--- src/rtl/nco_quad_fold.sv ---
// nco_quad_fold: phase accumulator, quarter-wave fold and sign restore
// around an external quarter-wave sine stage.
//
//   stage 0 : acc + i_poff -> ph (combinational), acc steps by i_ftw
//   stage 1 : ph folded into a 16-bit quarter-wave phase on o_qph
//   stage 2 : i_sin (combinational from o_qph) gets its sign back
//
// Sample latency is two edges from an enabled edge to o_valid.
module nco_quad_fold #(
    parameter int ACC_W = 32  // fixed; fold needs at least 18 bits
) (
    input  logic                    i_clk,
    input  logic                    i_rst_n,
    input  logic                    i_en,
    input  logic                    i_sync,
    input  logic [ACC_W-1:0]        i_ftw,
    input  logic [ACC_W-1:0]        i_poff,
    output logic [15:0]             o_qph,
    input  logic [15:0]             i_sin,
    output logic signed [16:0]      o_wave,
    output logic                    o_valid
);

    localparam int QPH_W  = 16;
    localparam int STAGES = 2;
    // lowest phase bit that reaches the quarter-wave index
    localparam int QLSB   = ACC_W - 2 - QPH_W;

    logic [ACC_W-1:0]  acc;
    logic [ACC_W-1:0]  base;
    logic [ACC_W-1:0]  ph;
    logic [QPH_W-1:0]  q;
    logic [1:0]        quad1;
    logic [STAGES:1]   vld_pipe;
    logic signed [16:0] mag;
    logic              ph_unused;

    // stage 0: sync restarts the accumulator at zero for this very sample,
    // so the offset alone forms the phase and the step builds from zero
    always_comb begin
        base = i_sync ? '0 : acc;
        ph   = base + i_poff;
        q    = ph[ACC_W-3 -: QPH_W];
    end

    // sub-LSB phase bits only feed carries into the index bits
    assign ph_unused = ^ph[QLSB-1:0];

    // stage 0 register: accumulator steps once per requested sample, wraps mod 2^ACC_W
    always_ff @(posedge i_clk or negedge i_rst_n) begin
        if (!i_rst_n)
            acc <= '0;
        else if (i_en)
            acc <= base + i_ftw;
    end

    // stage 1: odd quadrants run backwards through the quarter wave
    always_ff @(posedge i_clk or negedge i_rst_n) begin
        if (!i_rst_n) begin
            o_qph <= '0;
            quad1 <= '0;
        end else if (i_en) begin
            o_qph <= ph[ACC_W-2] ? ~q : q;
            quad1 <= ph[ACC_W-1 -: 2];
        end
    end

    // sample strobe follows the request down the pipe, gaps included
    always_ff @(posedge i_clk or negedge i_rst_n) begin
        if (!i_rst_n)
            vld_pipe <= '0;
        else
            vld_pipe <= {vld_pipe[STAGES-1:1], i_en};
    end

    // unsigned magnitude widened so -65535 fits without saturation
    assign mag = $signed({1'b0, i_sin});

    // stage 2: lower half-wave (quadrants 2,3) is the negated magnitude
    always_ff @(posedge i_clk or negedge i_rst_n) begin
        if (!i_rst_n)
            o_wave <= '0;
        else if (vld_pipe[1])
            o_wave <= quad1[1] ? -mag : mag;
    end

    assign o_valid = vld_pipe[STAGES];

endmodule
--- config.mk ---
export PLATFORM = sky130hd
export DESIGN_NAME = nco_quad_fold
export DESIGN_NICKNAME = d
export VERILOG_FILES = /design/src/rtl/nco_quad_fold.sv
export SDC_FILE = /design/constraint.sdc
export NUM_CORES = 1
export LEC_CHECK = 0
export BUFFER_PORTS_ARGS = -buffer_cell sky130_fd_sc_hd__buf_2
export CAP_MARGIN = 20
export CELL_PAD_IN_SITES_DETAIL_PLACEMENT = 1
export CELL_PAD_IN_SITES_GLOBAL_PLACEMENT = 2
export CORE_MARGIN = 1.5
export CORE_UTILIZATION = 37
export CTS_BUF_LIST = sky130_fd_sc_hd__clkbuf_8
export DETAILED_ROUTE_END_ITERATION = 6
export GPL_TIMING_DRIVEN = 0
export PLACE_DENSITY_LB_ADDON = 0.25
export RECOVER_POWER = 100
export SETUP_SLACK_MARGIN = 0.3
export SYNTH_ARGS = -nofsm -noshare
export SYNTH_HDL_FRONTEND = slang
export SYNTH_SLANG_ARGS = --single-unit
--- constraint.sdc ---
create_clock -name i_clk -period 5.65 [get_ports i_clk]
set_input_delay 0.8475 -clock i_clk [delete_from_list [all_inputs] [get_ports i_clk]]
set_output_delay 0.8475 -clock i_clk [all_outputs]
set_load 0.02 [all_outputs]
==> Word-level counts from Yosys, hierarchy flattened <==
Cells that the tools add are included.
{ "word_totals": {"word_cells": 12, "regBits": 69} }
{ "classes": {"bitwise_logic": 1, "add_sub_neg": 3, "mux": 3} }
{ "op_table": {"columns": ["operator", "n"], "rows": [
  ["32-bit adder", 2],
  ["32-bit 2-to-1 mux", 1],
  ["17-bit 2-to-1 mux", 1],
  ["16-bit negator with 17-bit output", 1],
  ["16-bit 2-to-1 mux", 1],
  ["16-bit NOT", 1]
]} }

==> Logic depth before layout (Yosys ltp) <==
Gate-level depths: netlist (run 1).
{ "logic_depth": {"word_depth": 4, "mapped_depth": 23, "ltp_nobuf": 14} }

==> Worst setup path after synthesis (run 1) <==
Ideal clock, no wire load.
{ "synth_path": {"path_kind": "input port to flip-flop", "start": "in i_sync", "end": "reg o_qph[8]", "cell_stages": 21, "arrival_ns": 5.574, "t_required_ns": 5.525, "setup_time_ns": 0.125, "path_slack_ns": -0.048, "path_cell_list": "buf_2 > buf_2 > buf_4 > buf_2 > buf_2 > buf_1 > clkbuf_1 > clkbuf_1 > clkbuf_1 > nor2b_1 > ha_1 > and4b_1 > o21a_1 > o21a_1 > o21a_1 > o21ai_0 > nor4b_1 > a21oi_4 > xor2_4 > xnor3_1 > mux2_2"} }
{ "synth_via": {"elab_chain_len": 4} }
{ "synth_lines": {"columns": ["item", "line", "rtl"], "rows": [
  ["from (decl)", "15", "input logic i_sync,"],
  ["32-bit 2-to-1 mux *", "41", "base = i_sync ? '0 : acc;"],
  ["32-bit adder *", "42", "ph = base + i_poff;"],
  ["16-bit NOT", "63", "o_qph <= ph[ACC_W-2] ? ~q : q;"],
  ["16-bit 2-to-1 mux *", "63", null],
  ["to (signal assigned)", "63", null],
  ["to (decl)", "18", "output logic [15:0] o_qph,"]
]} }
Every way passes the cells marked *; elsewhere a longest branch is shown, timed or not.
A chain may end at the register's enable or synchronous reset.

==> Worst setup path in the final report (run 1) <==
{ "layout_path": {"start": "in i_sync", "end": "reg acc[29]"} }
{ "layout_via": {"elab_chain_len": 2} }
{ "layout_lines": {"columns": ["item", "line", "rtl"], "rows": [
  ["32-bit 2-to-1 mux", "41", null],
  ["32-bit adder", "54", "acc <= base + i_ftw;"],
  ["to (signal assigned)", "54", null],
  ["to (decl)", "29", "logic [ACC_W-1:0] acc;"]
]} }
No other way between the ends.

==> reports/metrics.yaml, run 1 <==
outcome:
  outcome: "finished with violations"
  violations: "max-capacitance violations, max-slew violations"
timing:
  final-max-slew-violation-count: 53
  worstMarginPinSlew_ps: 3129
  holdWs_ps: 381.1
  relSlewSlack: -1.086
  period_share: 0.9452
  finalSetupTns_ps: 0
  min_period_ps: 5340
  rsz0062_at_grt: "yes"
  fmax_mhz: 187.3
  finalHoldViolCount: 0
  skew_ps: 19.69
  setup_viol: 0
min_path:
  hp-class: "reg -> reg"
  whs_path_depth: 0
power:
  intPower_mw: 2.051
  total_leakage_power_nw: 3.789
  p_per_area_mw_per_mm2: 437.4
  power_frac_comb: 0.688
  peakVddDrop_mv: 0.1248
  swShare: 0.5137
  power_frac_seq: 0.199
  p_total_mw: 4.218
  p_switching_mw: 2.167
  clock_power_share: 0.113
routing:
  viasPerCell: 5.919
  first_pass_iters: 5
  postRouteAntennaNets: 0
  wire_per_inst_um: 21.12
  drt_wl_total_um: 32330
  via_count: 9062
  first_iter_violations: 599
  remaining_drc_errors: 0
cells_and_area:
  nets: 1349
  insertedDiodeCount: 0
  instances_no_fill: 1531
  drive_gt1_frac: 0.1319
  area_growth_pct: 15.37
  fin_area_mm2: 0.009643
floorplan:
  die-height_um: 153.3
  die_width_um: 153.3
  fp-row-count: 54
  coreArea_mm2: 0.02196
  pin_count: 118
  start_util: 0.3806
  dieArea_mm2: 0.02350
synth:
  yosys_warnings: 0
  ys_types: 79
  ys_seq_elements: 68
  yosysTopAreaCell: "dfrtp_1"
  seq_area_frac_synth: 0.2036
  synthesis.area_mm2: 0.008358
  syn-num-nets: 1231
  synth_edf_count: 0
  ys.flop_type: "dfrtp_1"
  synth.area.top_cells: "dfrtp_1 (20%), xnor2_1 (6.9%), a21oi_1 (6.4%)"
  synth_most_common_cell: "a21oi_1"
  async_flop_share: 1.000
  synth_cells: 1128
  synthTopCellsByCount: "a21oi_1 (107), nor2_1 (102), o21ai_0 (93)"
  yosysTopAreaCellShare: 0.2036
  syn_avg_cell_area_um2: 7.410
worst_setup_path:
  path_class: "in -> reg"
  cp-start-kind: "primary input"
  rrSetupSlack_ps: 1600
  r2r-start: "acc[12]$_DFFE_PN0P_"
  endpoint_kind: "register"
  crit_start: "i_sync"
  r2r_end: "o_qph[7]$_DFFE_PN0P_"
  crit_end: "acc[29]$_DFFE_PN0P_"
  crit_fanout: 10
  cp.required_ps: 5970
  cp.arrival_ps: 5660
  ff2ff_path_depth: 14
placed_design:
  placed_area_mm2: 0.009219
  io_buffer_count: 94
  place_hpwl_um: 24450
  gp_congestion: 0.8953
  place_inst: 1503
global_routing:
  grt_max_degree: 53
  track_usage: 0.2760
  antenna_found_initial: 0
  first_global_vias: 9094
  grt_overflow: 0
  grt_pass1_wl_um: 50910
clock_network:
  cts_inserted_buffers: 9
  path_clk_slew_ps: 100
  cts-root-buf: "clkbuf_8"
  clock_path_buffers: 2
  clock-sinks: 68
  h-tree-depth: 3
  cts_tree: "yes"
  insertion_delay_ps: 390
job:
  maxCapViolCount: 1
how the worst min path moves through the flow:
stage,endpoint,slack (ps),startpoint
CTS,acc[8]$_DFFE_PN0P_,350,i_rst_n
finish,vld_pipe[2]$_DFF_PN0_,380,vld_pipe[1]$_DFF_PN0_
global route,vld_pipe[2]$_DFF_PN0_,400,vld_pipe[1]$_DFF_PN0_
global placement,vld_pipe[2]$_DFF_PN0_,360,vld_pipe[1]$_DFF_PN0_
floorplan,vld_pipe[2]$_DFF_PN0_,350,vld_pipe[1]$_DFF_PN0_
detailed placement,vld_pipe[2]$_DFF_PN0_,360,vld_pipe[1]$_DFF_PN0_
state kept, by name, summed over array words and instances, names as in the netlist:
signal,flops
o_qph,16
vld_pipe,2
quad1,1
acc,32
o_wave,17
metrics by stage:
stage,worst slack [ps],utilization
finish,309.9,0.4391
CTS,246.3,0.4402
detailed placement,-2379,0.4198
global placement,-2305,0.4185
floorplan,365.1,-
global route,145.6,0.4391
logic make-up (layout without fill, tap and decap cells):
group           after synthesis  count (layout)  synth area share
mux                          24              24           0.03189
flops                        68              68            0.2036
buf+inv                     155             278           0.07605
simple gates                335             335            0.2079
xor+xnor                    116             116            0.1305
compound gates              392             392            0.2988
fa+ha+maj                    38              38           0.05120
power groups by stage:
stage	Sequential, mW	Clock, mW	Combinational, mW
floorplan	0.928	0	1.99
global placement	0.837	0	2.76
detailed placement	0.842	0	2.82
CTS	0.833	0.480	2.91
global route	0.870	0.495	3.18
finish	0.838	0.476	2.90
worst max-delay path: stages:
cell and delay (ps):
buf_2 190, buf_12 170, buf_6 170, buf_8 160
buf_8 160, buf_8 170, buf_8 170, clkbuf_8 210
clkbuf_8 210, clkbuf_8 200, nor2b_1 60, ha_1 270
maj3_1 420, a21oi_2 170, a21boi_0 130, o211ai_1 350
nand3_2 250, a21oi_4 280, o221ai_4 210, a31o_2 310
a2111oi_2 350, nand3b_1 150
placed cells by master, fill, tap and decap left out, types with 8 or more instances in the layout:
cell      count
dfrtp_1      68
nor2_1      102
nor4bb_1     21
inv_1        49
o22ai_1       8
buf_4        11
nor3_1       15
o31ai_1       8
nand3_1      30
o21ai_0      91
xnor2_1      66
clkbuf_1    106
and3_1       10
and2_1        8
a31oi_1      45
o211ai_1     19
ha_1         18
buf_1        11
o21a_1       13
nand2_1      77
buf_2        71
maj3_1       19
a311oi_1     11
xor2_1       46
a21oi_1     104
mux2_2       21
a211oi_1      8
nor2b_1      23
clkbuf_8     12
o21bai_1     13
routing by layer:
metal / GRT usage / up-vias / wire (um)
li1: - / 4327 / -
met3: 0.02779 / 28 / 1339
met1: 0.3826 / 4502 / 15630
met2: 0.4543 / 205 / 14810
met4: 0.07796 / 0 / 556
met5: 0 / - / 0
area by class of cell:
type                            count  area (um^2)
Buffer                            106        541.8
Multi-Input combinational cell    905         6136
Inverter                           49        183.9
Timing Repair Buffer              107        525.5
Sequential cell                    68         1702
Clock inverter                      7        80.08
Clock buffer                        9        123.9
Fill cell                        2825        12320
Tap cell                          280        350.3
repair_timing:
item,CTS,global route
setup endpoints to repair,46,30
hold buffers,0,0
endpoints found under the hold margin,0,0
gates resized for setup,39,15
buffers inserted,8,4
pin swaps,6,13
Note: power is estimated with default switching activity, not from simulation.
==> inputs of run 2 (changes only) <==
BUFFER_PORTS_ARGS = -buffer_cell sky130_fd_sc_hd__buf_4   (was -buffer_cell sky130_fd_sc_hd__buf_2)
==> reports/metrics.yaml, run 2 (synthesis results as in run 1) <==
timing:
  worstMarginPinSlew_ps: 4215  # was 3129 ps
  setup_viol: 0  # unchanged
  skew_ps: 17.10  # was 19.69 ps
  period_share: 0.9502  # was 0.9452
  setup_ws_ps: 281.4  # was 309.9 ps
  fmax_mhz: 186.3  # was 187.3 MHz
  min_period_ps: 5369  # was 5340 ps
  final-max-slew-violation-count: 69  # was 53
  finalHoldViolCount: 0  # unchanged
  relSlewSlack: -1.810  # was -1.086
  holdWs_ps: 376.3  # was 381.1 ps
  rsz0062_at_grt: "yes"  # unchanged
placed_design:
  post-place-ws_ps: -2213  # was -2379 ps
  io_buffer_count: 94  # unchanged
  gp_congestion: 0.8708  # was 0.8953
  placed_area_mm2: 0.009424  # was 0.009219 mm^2
  place_hpwl_um: 24320  # was 24450 um
worst_setup_path:
  endpoint_kind: "register"  # unchanged
  cp.required_ps: 5970  # about the same
  path_class: "in -> reg"  # unchanged
  cp.arrival_ps: 5690  # was 5660 ps
  crit_fanout: 10  # unchanged
  cp-start-kind: "primary input"  # unchanged
global_routing:
  grt_max_degree: 69  # was 53
  grt_pass1_wl_um: 50550  # was 50910 um
  grt_overflow: 0  # unchanged
  antenna_found_initial: 0  # unchanged
  track_usage: 0.2750  # was 0.2760
  first_global_vias: 8870  # was 9094
clock_network:
  cts_tree: "yes"  # unchanged
  clock-sinks: 68  # unchanged
  cts-root-buf: "clkbuf_8"  # unchanged
  clock_path_buffers: 2  # unchanged
  insertion_delay_ps: 390  # about the same
  hold_buffers: 0  # unchanged
  h-tree-depth: 3  # unchanged
  path_clk_slew_ps: 100  # about the same
  cts_inserted_buffers: 9  # unchanged
cells_and_area:
  seq_area_mm2: 0.001702  # unchanged
  area_growth_pct: 16.11  # was 15.37%
  fill_cells: 2809  # was 2825
  final_common_cell: "clkbuf_1"  # unchanged
  insertedDiodeCount: 0  # unchanged
  nets: 1346  # was 1349
  postLayoutCoreUtil: 0.4419  # was 0.4391
  reg.largest.list: "acc (32), o_wave (17), o_qph (16)"  # unchanged
  final_cell_mix: "clkbuf_1 (106), a21oi_1 (105), nor2_1 (102)"  # was clkbuf_1 (106), a21oi_1 (104), nor2_1 (102)
  drive_gt1_frac: 0.1282  # was 0.1319
  fin_area_mm2: 0.009704  # was 0.009643 mm^2
  top_register: "acc"  # unchanged
  multiInputGateArea_mm2: 0.006108  # was 0.006136 mm^2
  largest_reg_flops: 32  # unchanged
floorplan:
  start_util: 0.3806  # unchanged
  pin_count: 118  # unchanged
  dieArea_mm2: 0.02350  # unchanged
  die-height_um: 153.3  # unchanged
  die_width_um: 153.3  # unchanged
  fp-row-count: 54  # unchanged
  coreArea_mm2: 0.02196  # unchanged
routing:
  wire_per_inst_um: 21.21  # was 21.12 um
  via_count: 9062  # unchanged
  postRouteAntennaNets: 0  # unchanged
  first_iter_violations: 517  # was 599
  remaining_drc_errors: 0  # unchanged
  drt_wl_total_um: 32410  # was 32330 um
  viasPerCell: 5.931  # was 5.919
  first_pass_iters: 7  # was 5
power:
  total_leakage_power_nw: 3.817  # was 3.789 nW
  peakVddDrop_mv: 0.1506  # was 0.1248 mV
  p_per_area_mw_per_mm2: 436.0  # was 437.4 mW/mm^2
outcome:
  violations: "max-capacitance violations, max-slew violations"  # unchanged
  outcome: "finished with violations"  # unchanged
min_path:
  hp-class: "reg -> reg"  # unchanged
job:
  maxCapViolCount: 1  # unchanged
## run 2: changes by cell type in the layout (fill, tap and decap cells not counted), sizes merged
cell	delta
clkinvlp	-1
inv	-1
clkinv	+2
buf	-3
## run 2: metal layers
layer / vias up / global-route usage / share of wire
li1: 4319 / - / -
met1: 4466 / 0.3842 / 0.48
met2: 241 / 0.4429 / 0.45
met3: 36 / 0.02920 / 0.045
met4: 0 / 0.08824 / 0.024
met5: - / 0 / 0
## run 2: area by class of cell
cell class,count,area share
clock inverters,7,0.008638
well taps,280,0.03610
flip-flops and latches,68,0.1753
multi-input cells,905,0.6294
plain buffers,106,0.05376
repair buffers,104,0.06498
clock buffers,9,0.01276
inverters,49,0.01895
## run 2: path summary, 6_finish.rpt
check / start / endpoint / slack [ps] / depth (start not counted)
worst max-delay path: i_sync / acc[29]$_DFFE_PN0P_ / 280 / 22
worst min-delay path: vld_pipe[1]$_DFF_PN0_ / vld_pipe[2]$_DFF_PN0_ / 380 / 0
worst max register to register: acc[12]$_DFFE_PN0P_ / o_qph[5]$_DFFE_PN0P_ / 1610 / 14
worst min register to register: vld_pipe[1]$_DFF_PN0_ / vld_pipe[2]$_DFF_PN0_ / 380 / 0
max in group asynchronous: i_rst_n / o_wave[11]$_DFFE_PN0P_ / 1320 / 1
min in group asynchronous: i_rst_n / acc[7]$_DFFE_PN0P_ / 1910 / 1
## run 2: metrics by stage
step / power (mW) / std cells / setup TNS [ps]
CTS: 4.298 / 1525 / 0
finish: 4.231 / 1528 / 0
detailed placement: 3.737 / 1502 / -67300
global placement: 3.668 / 1502 / -65210
floorplan: 2.917 / 1128 / 0
global route: 4.568 / 1528 / 0
## run 2: power by group
group          internal (mW)  switching, mW
clock                  0.212          0.265
combinational           1.15           1.76
sequential             0.696          0.148
## run 2: timing repair
| item | CTS | global route |
|---|---|---|
| setup buffers | 7 | 3 |
| pin swaps | 6 | 8 |
| gates resized for setup | 34 | 15 |
| endpoints found under the setup margin | 46 | 22 |
| endpoints found under the hold margin | 0 | 0 |
## run 2: worst max-delay path: stages
cell and delay (ps):
buf_4 130, buf_6 190, buf_6 180, buf_6 180, buf_6 180, buf_6 190, buf_8 170, clkbuf_8 220
clkbuf_8 220, clkbuf_8 190, nor2b_1 60, ha_1 220, o21a_1 200, o21ai_0 380, a22oi_1 180, o211ai_1 370
nand3_2 240, a21oi_4 270, o221ai_2 230, a31o_2 320, a2111oi_2 340, nand3b_1 140
